`config.mk`:
```
export PLATFORM = sky130hd
export DESIGN_NAME = mux_scheduler
export DESIGN_NICKNAME = d
export VERILOG_FILES = /design/src/rtl/mux_scheduler.sv
export SDC_FILE = /design/constraint.sdc
export NUM_CORES = 1
export LEC_CHECK = 0
export ABC_AREA = 1
export CORE_ASPECT_RATIO = 0.9
export CORE_MARGIN = 8
export CORE_UTILIZATION = 45
export DETAILED_ROUTE_END_ITERATION = 6
export HOLD_SLACK_MARGIN = 0.06
export PLACE_DENSITY = 0.84
export SYNTH_ARGS = -nofsm -noshare
export SYNTH_HDL_FRONTEND = slang
export SYNTH_SLANG_ARGS = --single-unit
```
`constraint.sdc`:
```
create_clock -name clk -period 2.9 [get_ports clk]
set_clock_uncertainty 0.2 [all_clocks]
set_input_delay 0.58 -clock clk [delete_from_list [all_inputs] [get_ports clk]]
set_output_delay 0.58 -clock clk [all_outputs]
set_load 0.01 [all_outputs]
```
`src/rtl/mux_scheduler.sv`:
```
// Round-robin scheduler sharing one DATA_W-bit mux/demux channel among 4 requesters.
// Optional SCHED_PARK_EN: park sel at 0 and restart arbitration from requester 0 when idle.
module mux_scheduler #(
    parameter int DATA_W = 8,
    parameter int HOLD   = 4
) (
    input  logic                  clk,
    input  logic                  reset,
    input  logic [3:0]            req,
    input  logic [4*DATA_W-1:0]   req_data,
    output logic [3:0]            gnt,
    output logic [1:0]            sel,
    output logic                  bus_valid,
    output logic [DATA_W-1:0]     bus_data,
    output logic                  busy
);

    localparam logic [7:0] HOLD_L = 8'(HOLD);

    typedef enum logic [1:0] {
        IDLE,
        GRANT,
        RELEASE
    } state_t;

    state_t     state;
    logic [1:0] ptr;
    logic [7:0] dwell;

    logic       found;
    logic [1:0] pick;
    logic [1:0] idx;

    // Scan downward so the lowest offset from ptr is the last (winning) assignment.
    always_comb begin
        found = |req;
        pick  = ptr;
        idx   = ptr;
        for (int k = 3; k >= 0; k--) begin
            idx = ptr + 2'(k);
            if (req[idx]) begin
                pick = idx;
            end
        end
    end

    always_ff @(posedge clk) begin
        if (reset) begin
            state     <= IDLE;
            gnt       <= 4'b0000;
            sel       <= 2'd0;
            bus_valid <= 1'b0;
            busy      <= 1'b0;
            ptr       <= 2'd0;
            dwell     <= 8'd0;
        end else begin
            case (state)
                IDLE, RELEASE: begin
                    if (found) begin
                        state     <= GRANT;
                        gnt       <= 4'b0001 << pick;
                        sel       <= pick;
                        bus_valid <= 1'b1;
                        busy      <= 1'b1;
                        dwell     <= 8'd1;
                    end else begin
                        state <= IDLE;
                        busy  <= 1'b0;
`ifdef SCHED_PARK_EN
                        sel   <= 2'd0;
                        ptr   <= 2'd0;
`endif
                    end
                end
                GRANT: begin
                    if (req[sel] && (dwell < HOLD_L)) begin
                        dwell <= dwell + 8'd1;
                    end else begin
                        // The dead RELEASE cycle keeps demux outputs from overlapping.
                        state     <= RELEASE;
                        gnt       <= 4'b0000;
                        bus_valid <= 1'b0;
                        ptr       <= sel + 2'd1;
                    end
                end
                default: begin
                    state     <= IDLE;
                    gnt       <= 4'b0000;
                    bus_valid <= 1'b0;
                    busy      <= 1'b0;
                end
            endcase
        end
    end

    assign bus_data = bus_valid ? req_data[sel*DATA_W +: DATA_W] : '0;

endmodule

```
==> results of run 1 <==
[synthesized netlist by cell type]
library cell | number | area [um^2]
buf_6 | 1 | 11.26
inv_6 | 1 | 8.760
o21ai_1 | 4 | 20.02
nor2_4 | 1 | 11.26
o21ai_2 | 1 | 8.760
nand2_2 | 11 | 68.82
nor2_1 | 38 | 142.6
nand2_1 | 34 | 127.6
o21a_1 | 1 | 7.510
nand3_1 | 10 | 50.05
nand3_2 | 1 | 10.01
o21ai_0 | 19 | 95.09
o22ai_1 | 1 | 6.260
nand4_1 | 5 | 31.28
inv_1 | 15 | 56.30
ha_1 | 1 | 12.51
a21oi_1 | 23 | 115.1
nor3_1 | 6 | 30.03
inv_2 | 8 | 30.03
dfxtp_1 | 20 | 400.4
clkbuf_1 | 4 | 15.01
buf_2 | 3 | 15.01
[cell type report]
class	instances	area [um^2]
well taps	40	50.05
multi-input cells	156	737.0
fillers	253	859.6
flip-flops and latches	20	400.4
inverters	24	95.09
clock buffers	3	22.52
repair buffers	57	560.5
[power breakdown]
part,internal [mW],switching [mW],total (mW)
registers,0.302,0.0245,0.327
clock network,0.0483,0.0749,0.123
logic,0.210,0.248,0.458
total,0.561,0.347,0.908
[layout by cell type, fill, tap and decap left out, types with 3 or more instances in the layout]
cell type	instances
o21ai_1	4
dfxtp_1	20
nand3_1	10
clkbuf_4	3
nand4_1	5
clkdlybuf4s50_1	53
inv_1	15
nor2_1	38
o21ai_0	19
nand2_2	11
a21oi_1	23
nand2_1	34
buf_4	4
inv_2	8
nor3_1	6
[final timing paths]
kind	from	end	slack [ps]	cells past startpoint
worst max-delay path	req_data[20]	bus_data[4]	150	6
worst min-delay path	dwell[6]	dwell[6]	240	2
worst max register to register	sel[0]	gnt[1]	1090	7
worst min register to register	dwell[6]	dwell[6]	240	2
[flip-flops by register name (all words and copies together), names as in the netlist]
signal,cells
ptr,2
busy,1
state,2
bus_valid,1
dwell,8
gnt,4
sel,2
[cell families after synthesis]
kind of cell | Yosys count | share of synthesized area
and+or+nand+nor | 106 | 0.3703
adders and majority gates | 1 | 0.009822
AOI/OAI and AO/OA | 49 | 0.1984
DFF | 20 | 0.3143
buffers and inverters | 32 | 0.1071
[metal layers]
metal / share of wire / track usage / up-vias
li1: - / - / 782
met1: 0.48 / 0.1937 / 610
met2: 0.48 / 0.2590 / 20
met3: 0.031 / 0.02549 / 6
met4: 0.011 / 0.03562 / 0
met5: 0 / 0 / -
[worst max-delay path, cell delays in order]
cell and delay, ps:
clkdlybuf4s50_1 460, nor2_1 40, nor2_1 80, o21ai_0 90, a21oi_1 150, clkdlybuf4s50_1 560
==> impl_metrics.ini, run 1 <==
[run]
drv_cap = 0

[floorplanning]
coreArea_um2 = 2725
die_h_um = 66.47
start_util = 0.4674
die_x_um = 72.08
io_pins = 54
die_area_um2 = 4791
rows = 18

[cts]
clk_path_buf_depth = 2
cts_tree = yes
insertion_delay_ps = 290
htreeDepth = 1
cts_resized = 0
cts_buffers = 3
clk_pin_slew_ps = 90
ctsHoldBuffers = 0
cts_sinks = 20
ctsRootBufferMaster = clkbuf_4
post_cts_buffers = 0

[route]
drc = 0
via_count = 1418
wl_um = 3518
viasPerCell = 4.727
drt_iter0_drc = 113
drtAntennaViolNets = 0
wl_per_cell_um = 11.73
dr.pass1.iters = 4

[power_and_ir_drop]
vdd.ir_drop.worst_v = 0.0003248
p_leak_nw = 0.7869
p_per_area_nw_per_um2 = 486.8
fin_total_pwr_mw = 0.9081

[layout]
final_core_util = 0.6846
layoutNonFillerInstCount = 300
area_growth_pct = 46.46
drive_gt1_frac = 0.1154
stdcell_area_um2 = 1866
antenna_cells = 0
layout.nets = 301

[place]
dp_cells = 297
portBuffers = 53
place.gp.congestion = 0.7819
dp_slack_ps = 156.3
hpwlAfterDp_um = 2923
dpl_cell_area_um2 = 1843

[worst_setup_path]
worstPathArrival_ps = 1970
critPathMaxFanout = 1
crit_required_ps = 2120
cp-start-kind = input port
critPathCaptureType = output port
path_class = input port to output port

[global_route]
grt_max_degree = 20
grt_pass1_wl_um = 5982
grt_use_total = 0.1518
antenna_found_initial = 0
gr-total-overflow = 0
grt_pass1_vias = 1348

[worst_hold_path]
hp-class = flop to flop

[synth]
yosysSeqAreaShare = 0.3143
synth_warnings = 0
syn_area_um2 = 1274
ys_types = 22
synth_cells = 208
syn_nets = 247
ys_ff_latch = 20
syn_avg_cell_area_um2 = 6.124

[timing]
fin_ws_ps = 154.8
drv_slew = 0
min_period_ps = 2745
setup_tns_ps = 0
rsz0062_at_grt = false
hold_ws_ps = 240.5
max_freq_mhz = 364.3
finalHoldViolations = 0
setup_violations = 0
fin_crit_sh = 0.9466
slew_headroom = 0.7127
worst_slew_pin_slew_ps = 430.4

[outcome]
status = finished, final reports clean
No activity file was read; power rests on OpenSTA's default activity.
==> run 2: changes to the inputs <==
CORE_UTILIZATION = 42   (was 45)
PLACE_DENSITY = 0.79   (was 0.84)
clock period = 2.95 ns   (was 2.9 ns; I/O delays follow)
==> impl_metrics.ini, run 2 (synthesis results as in run 1) <==
[worst_setup_path]
path_class = input port to output port
reg2reg_from = sel[0]
crit_required_ps = 2160
worstPathArrival_ps = 1970
cp-start-kind = input port
critPathMaxFanout = 1
path_cells = clkdlybuf4s50_1, nor2_1, nor2_1, o21ai_0, a21oi_1, clkdlybuf4s50_1
r2r_cells = 7
critPathSlowestCell = clkdlybuf4s50_1
r2r-end = gnt[3]
critPathCaptureType = output port
max_stage_delay_ps = 550
r2r_slack_ps = 1100

[timing]
drv_slew = 0
slew_headroom = 0.7173
finalHoldViolations = 0
max_freq_mhz = 362.1
setup_violations = 0
rsz0062_at_grt = false
fin_crit_sh = 0.9363
hold_ws_ps = 244.6
fin_ws_ps = 188.0
setup_tns_ps = 0
min_period_ps = 2762
worst_slew_pin_slew_ps = 423.4

[cts]
cts_sinks = 20
clk_pin_slew_ps = 130
cts_buffers = 3
clk_path_buf_depth = 2
ctsRootBufferMaster = clkbuf_4
insertion_delay_ps = 310
ctsHoldBuffers = 0
cts_tree = yes
htreeDepth = 1

[route]
via_count = 1460
dr_wl_met2_um = 1863
drc = 0
dr.pass1.iters = 4
viasPerCell = 4.834
drtAntennaViolNets = 0
wl_met3_um = 139
wirelength_met1_um = 1684
drt_iter0_drc = 55
wl_um = 3732
top_layer = met4
wl_per_cell_um = 12.36

[layout]
largest_register = dwell
final_core_util = 0.6366
top_regs = dwell: 8 flops, gnt: 4 flops
drive_gt1_frac = 0.1192
layout_commonest_cell = clkdlybuf4s50_1
area_growth_pct = 48.53
largest_reg_flops = 8
layout.nets = 300
antenna_cells = 0
most-common-layout-cells = 53 x clkdlybuf4s50_1, 38 x nor2_1, 34 x nand2_1, 23 x a21oi_1

[outcome]
status = finished, final reports clean

[worst_hold_path]
hold-path-endpoint = dwell[6]
min_path_cells = 2
hp-class = flop to flop
min_from = dwell[6]

[power_and_ir_drop]
p_per_area_nw_per_um2 = 527.2
fin_total_pwr_mw = 0.9973
p_leak_nw = 0.7962
vdd.ir_drop.worst_v = 0.0003316

[floorplanning]
io_pins = 54
die_h_um = 68.25
coreArea_um2 = 2972
start_util = 0.4286
die_x_um = 74.05
die_area_um2 = 5054
rows = 19

[global_route]
antenna_found_initial = 0
grt_max_degree = 20
grt_pass1_wl_um = 6182
gr-total-overflow = 0
grt_pass1_vias = 1361
grt_use_total = 0.1545

[place]
place.gp.congestion = 0.8576
portBuffers = 53
hpwlAfterDp_um = 2963
dp_slack_ps = 181.7

[run]
drv_cap = 0
[run 2: worst max-delay path by stage]
stage / from / to / slack [ps] / depth (start not counted)
2_1_floorplan: sel[0] / bus_data[6] / 920 / 6
5_1_grt: req_data[0] / bus_data[0] / 80 / 6
3_3_place_gp: req_data[1] / bus_data[1] / 190 / 6
3_5_place_dp: req_data[0] / bus_data[0] / 180 / 6
4_1_cts: sel[0] / bus_data[6] / 100 / 6
6_report: req_data[0] / bus_data[0] / 190 / 6
[run 2: per-stage QoR]
step / std cells / cell area [um^2]
finish: 302 / 1892
detailed placement: 298 / 1838
floorplan: 208 / 1274
global placement: 298 / 1838
global route: 302 / 1892
CTS: 302 / 1891
[run 2: critical path, delay by kind of cell]
| family | cells | cell delay (ps) |
|---|---|---|
| AND/OR/NAND/NOR | 2 | 120 |
| AO/OA/AOI/OAI | 2 | 230 |
| buffers and inverters | 2 | 1030 |
[run 2: report_power, final]
group | total (mW) | switching [mW] | leakage (nW) | internal (mW)
logic | 0.446 | 0.243 | 0.604 | 0.203
registers | 0.326 | 0.0281 | 0.164 | 0.298
clock network | 0.225 | 0.0874 | 0.0279 | 0.137
total | 0.997 | 0.359 | 0.796 | 0.639
[run 2: cell type report]
class	count	area [um^2]
fill	270	1080
multi-input combinational	156	737.0
timing repair buffer	56	553.0
sequential	20	401.6
inverter	24	95.09
tap	42	52.55
clock inverter	1	30.03
clock buffer	3	22.52
[run 2: repair_timing]
item,CTS,global route
buffers inserted,0,0
setup endpoints to repair,0,4
resized for setup,0,1
[run 2: layer usage]
| metal | up-vias | global-route usage |
|---|---|---|
| met1 | 647 | 0.1830 |
| met4 | 0 | 0.05224 |
| met3 | 5 | 0.02050 |
| li1 | 777 | - |
| met2 | 31 | 0.2796 |
| met5 | - | 0 |
==> run 3: changes to the inputs <==
ABC_AREA = not set   (was 1)
CORE_MARGIN = not set   (was 8)
CORE_UTILIZATION = 40   (was 42)
PLACE_DENSITY = 0.78   (was 0.79)
==> impl_metrics.ini, run 3 <==
[timing]
rsz0062_at_grt = false
slew_headroom = 0.6037
hold_ws_ps = 270.0
setup_tns_ps = 0
min_period_ps = 2887
finalHoldViolations = 0
drv_slew = 0
setup_violations = 0
worst_slew_pin_slew_ps = 592.6
max_freq_mhz = 346.3
fin_ws_ps = 62.55
fin_crit_sh = 0.9788

[synth]
syn_avg_cell_area_um2 = 10.15
ys_ff_latch = 20
synth_ff_type = dfxtp_1
syn_area_um2 = 1147
synthTopCellsByArea = dfxtp_1 35%, mux4_2 16%, and2_1 7.1%
yosysTopAreaCell = dfxtp_1
synth_most_common_cell = dfxtp_1
syn_nets = 152
synth_warnings = 0
synthTopCellsByCount = 20 x dfxtp_1, 13 x and2_1, 9 x a21oi_1, 8 x mux4_2, 7 x nor2_1
synth_edf_count = 0
async_flop_share = 0
ys_types = 41
yosysSeqAreaShare = 0.3490
synth_top_area_frac = 0.3490
synth_cells = 113

[cts]
clk_pin_slew_ps = 100
htreeDepth = 1
clk_path_buf_depth = 2
post_cts_buffers = 0
ctsRootBufferMaster = clkbuf_4
cts_tree = yes
cts_resized = 0
cts_sinks = 20
cts_buffers = 3
insertion_delay_ps = 290
ctsHoldBuffers = 0

[layout]
layout.nets = 208
top_regs = dwell: 8 flops, gnt: 4 flops
area_growth_pct = 53.87
nFillCells = 241
layout_commonest_cell = clkdlybuf4s50_1
drive_gt1_frac = 0.1488
largest_reg_flops = 8
multi_input_area_um2 = 718.2
final_core_util = 0.6478
layoutNonFillerInstCount = 208
antenna_cells = 0
most-common-layout-cells = 53 x clkdlybuf4s50_1, 20 x dfxtp_1, 13 x and2_1, 9 x a21oi_1, 8 x mux4_2
largest_register = dwell
stdcell_area_um2 = 1765
ff_latch_area_um2 = 400.4

[worst_setup_path]
worstPathArrival_ps = 2100
crit_required_ps = 2160
endpoint = bus_data[2]
path_class = input port to output port
critPathMaxFanout = 1
critPathCaptureType = output port
r2r_cells = 5
r2r_slack_ps = 830
r2r-end = ptr[1]
cp-start-kind = input port
cp-startpoint = req_data[26]
reg2reg_from = sel[0]

[place]
hpwlAfterDp_um = 2495
dp_slack_ps = 58.95
dp_cells = 204
dpl_cell_area_um2 = 1729
place.gp.congestion = 0.7437
portBuffers = 53

[route]
via_count = 1124
wl_per_cell_um = 15.01
drt_iter0_drc = 27
drc = 0
wl_um = 3123
dr.pass1.iters = 4
drtAntennaViolNets = 0
viasPerCell = 5.404

[floorplanning]
die_area_um2 = 3087
rows = 18
start_util = 0.4210
die_h_um = 52.81
die_x_um = 58.46
io_pins = 54
coreArea_um2 = 2725

[global_route]
gr-total-overflow = 0
antenna_found_initial = 0
grt_max_degree = 15
grt_use_total = 0.2074
grt_pass1_wl_um = 4788
grt_pass1_vias = 1060

[power_and_ir_drop]
p_leak_nw = 0.6551
fin_total_pwr_mw = 0.6953
vdd.ir_drop.worst_v = 0.0002759
switching_share = 0.2683
internal_power_mw = 0.5087
pwr-share-comb = 0.344
p_seq_frac = 0.434
p_sw_mw = 0.1866
pwr-share-clk = 0.221
p_per_area_nw_per_um2 = 393.8

[outcome]
status = finished, final reports clean

[worst_hold_path]
hp-class = flop to flop

[run]
drv_cap = 0
[run 3: cell count changes after synthesis, sizes merged, moves of 3 or more]
cell / change
nand2: -39
nor2: -32
inv: -22
o21ai: -22
and2: +14
a21oi: -13
mux4: +9
nand3: -7
a32o: +4
nand4: -4
nor3: -3
[run 3: logic make-up after synthesis]
family / synth area share
xor gates and xnor gates: 0.007635
adders and majority gates: 0.01090
and+or+nand+nor: 0.2356
AOI/OAI and AO/OA: 0.1723
muxes: 0.1996
buffers and inverters: 0.02508
DFF: 0.3490
[run 3: how the worst min path moves through the flow]
| stage | slack, ps | cells past startpoint | endpoint | start |
|---|---|---|---|---|
| global route | 300 | 2 | sel[0] | sel[0] |
| CTS | 270 | 2 | busy | busy |
| floorplan | 230 | 1 | dwell[5] | dwell[5] |
| finish | 270 | 2 | busy | busy |
| global placement | 240 | 1 | dwell[5] | dwell[5] |
| detailed placement | 250 | 2 | busy | busy |
[run 3: area by class of cell]
cell class	count	share of cell area
multi-input cells	86	0.4068
flip-flops and latches	20	0.2268
well taps	40	0.02835
clock buffers	4	0.02055
repair buffers	56	0.3133
inverters	2	0.004252
[run 3: per-layer routing]
metal / vias up / wire length, um / track usage
met2: 45 / 1509 / 0.3525
met3: 2 / 283 / 0.04938
met4: 0 / 10 / 0.08730
met5: - / 0 / 0
met1: 535 / 1319 / 0.2508
li1: 542 / - / -
[run 3: power by group through the flow]
stage / sequential (mW) / clock [mW] / combinational (mW)
after global placement: 0.307 / 0 / 0.232
final: 0.302 / 0.154 / 0.240
after CTS: 0.302 / 0.157 / 0.241
after detailed placement: 0.308 / 0 / 0.240
after floorplan: 0.311 / 0 / 0.119
after global routing: 0.304 / 0.170 / 0.260
[run 3: worst max-delay path, stage by stage]
cell	delay, ps
clkdlybuf4s50_1	400
mux4_2	480
and2_1	170
clkdlybuf4s50_1	470
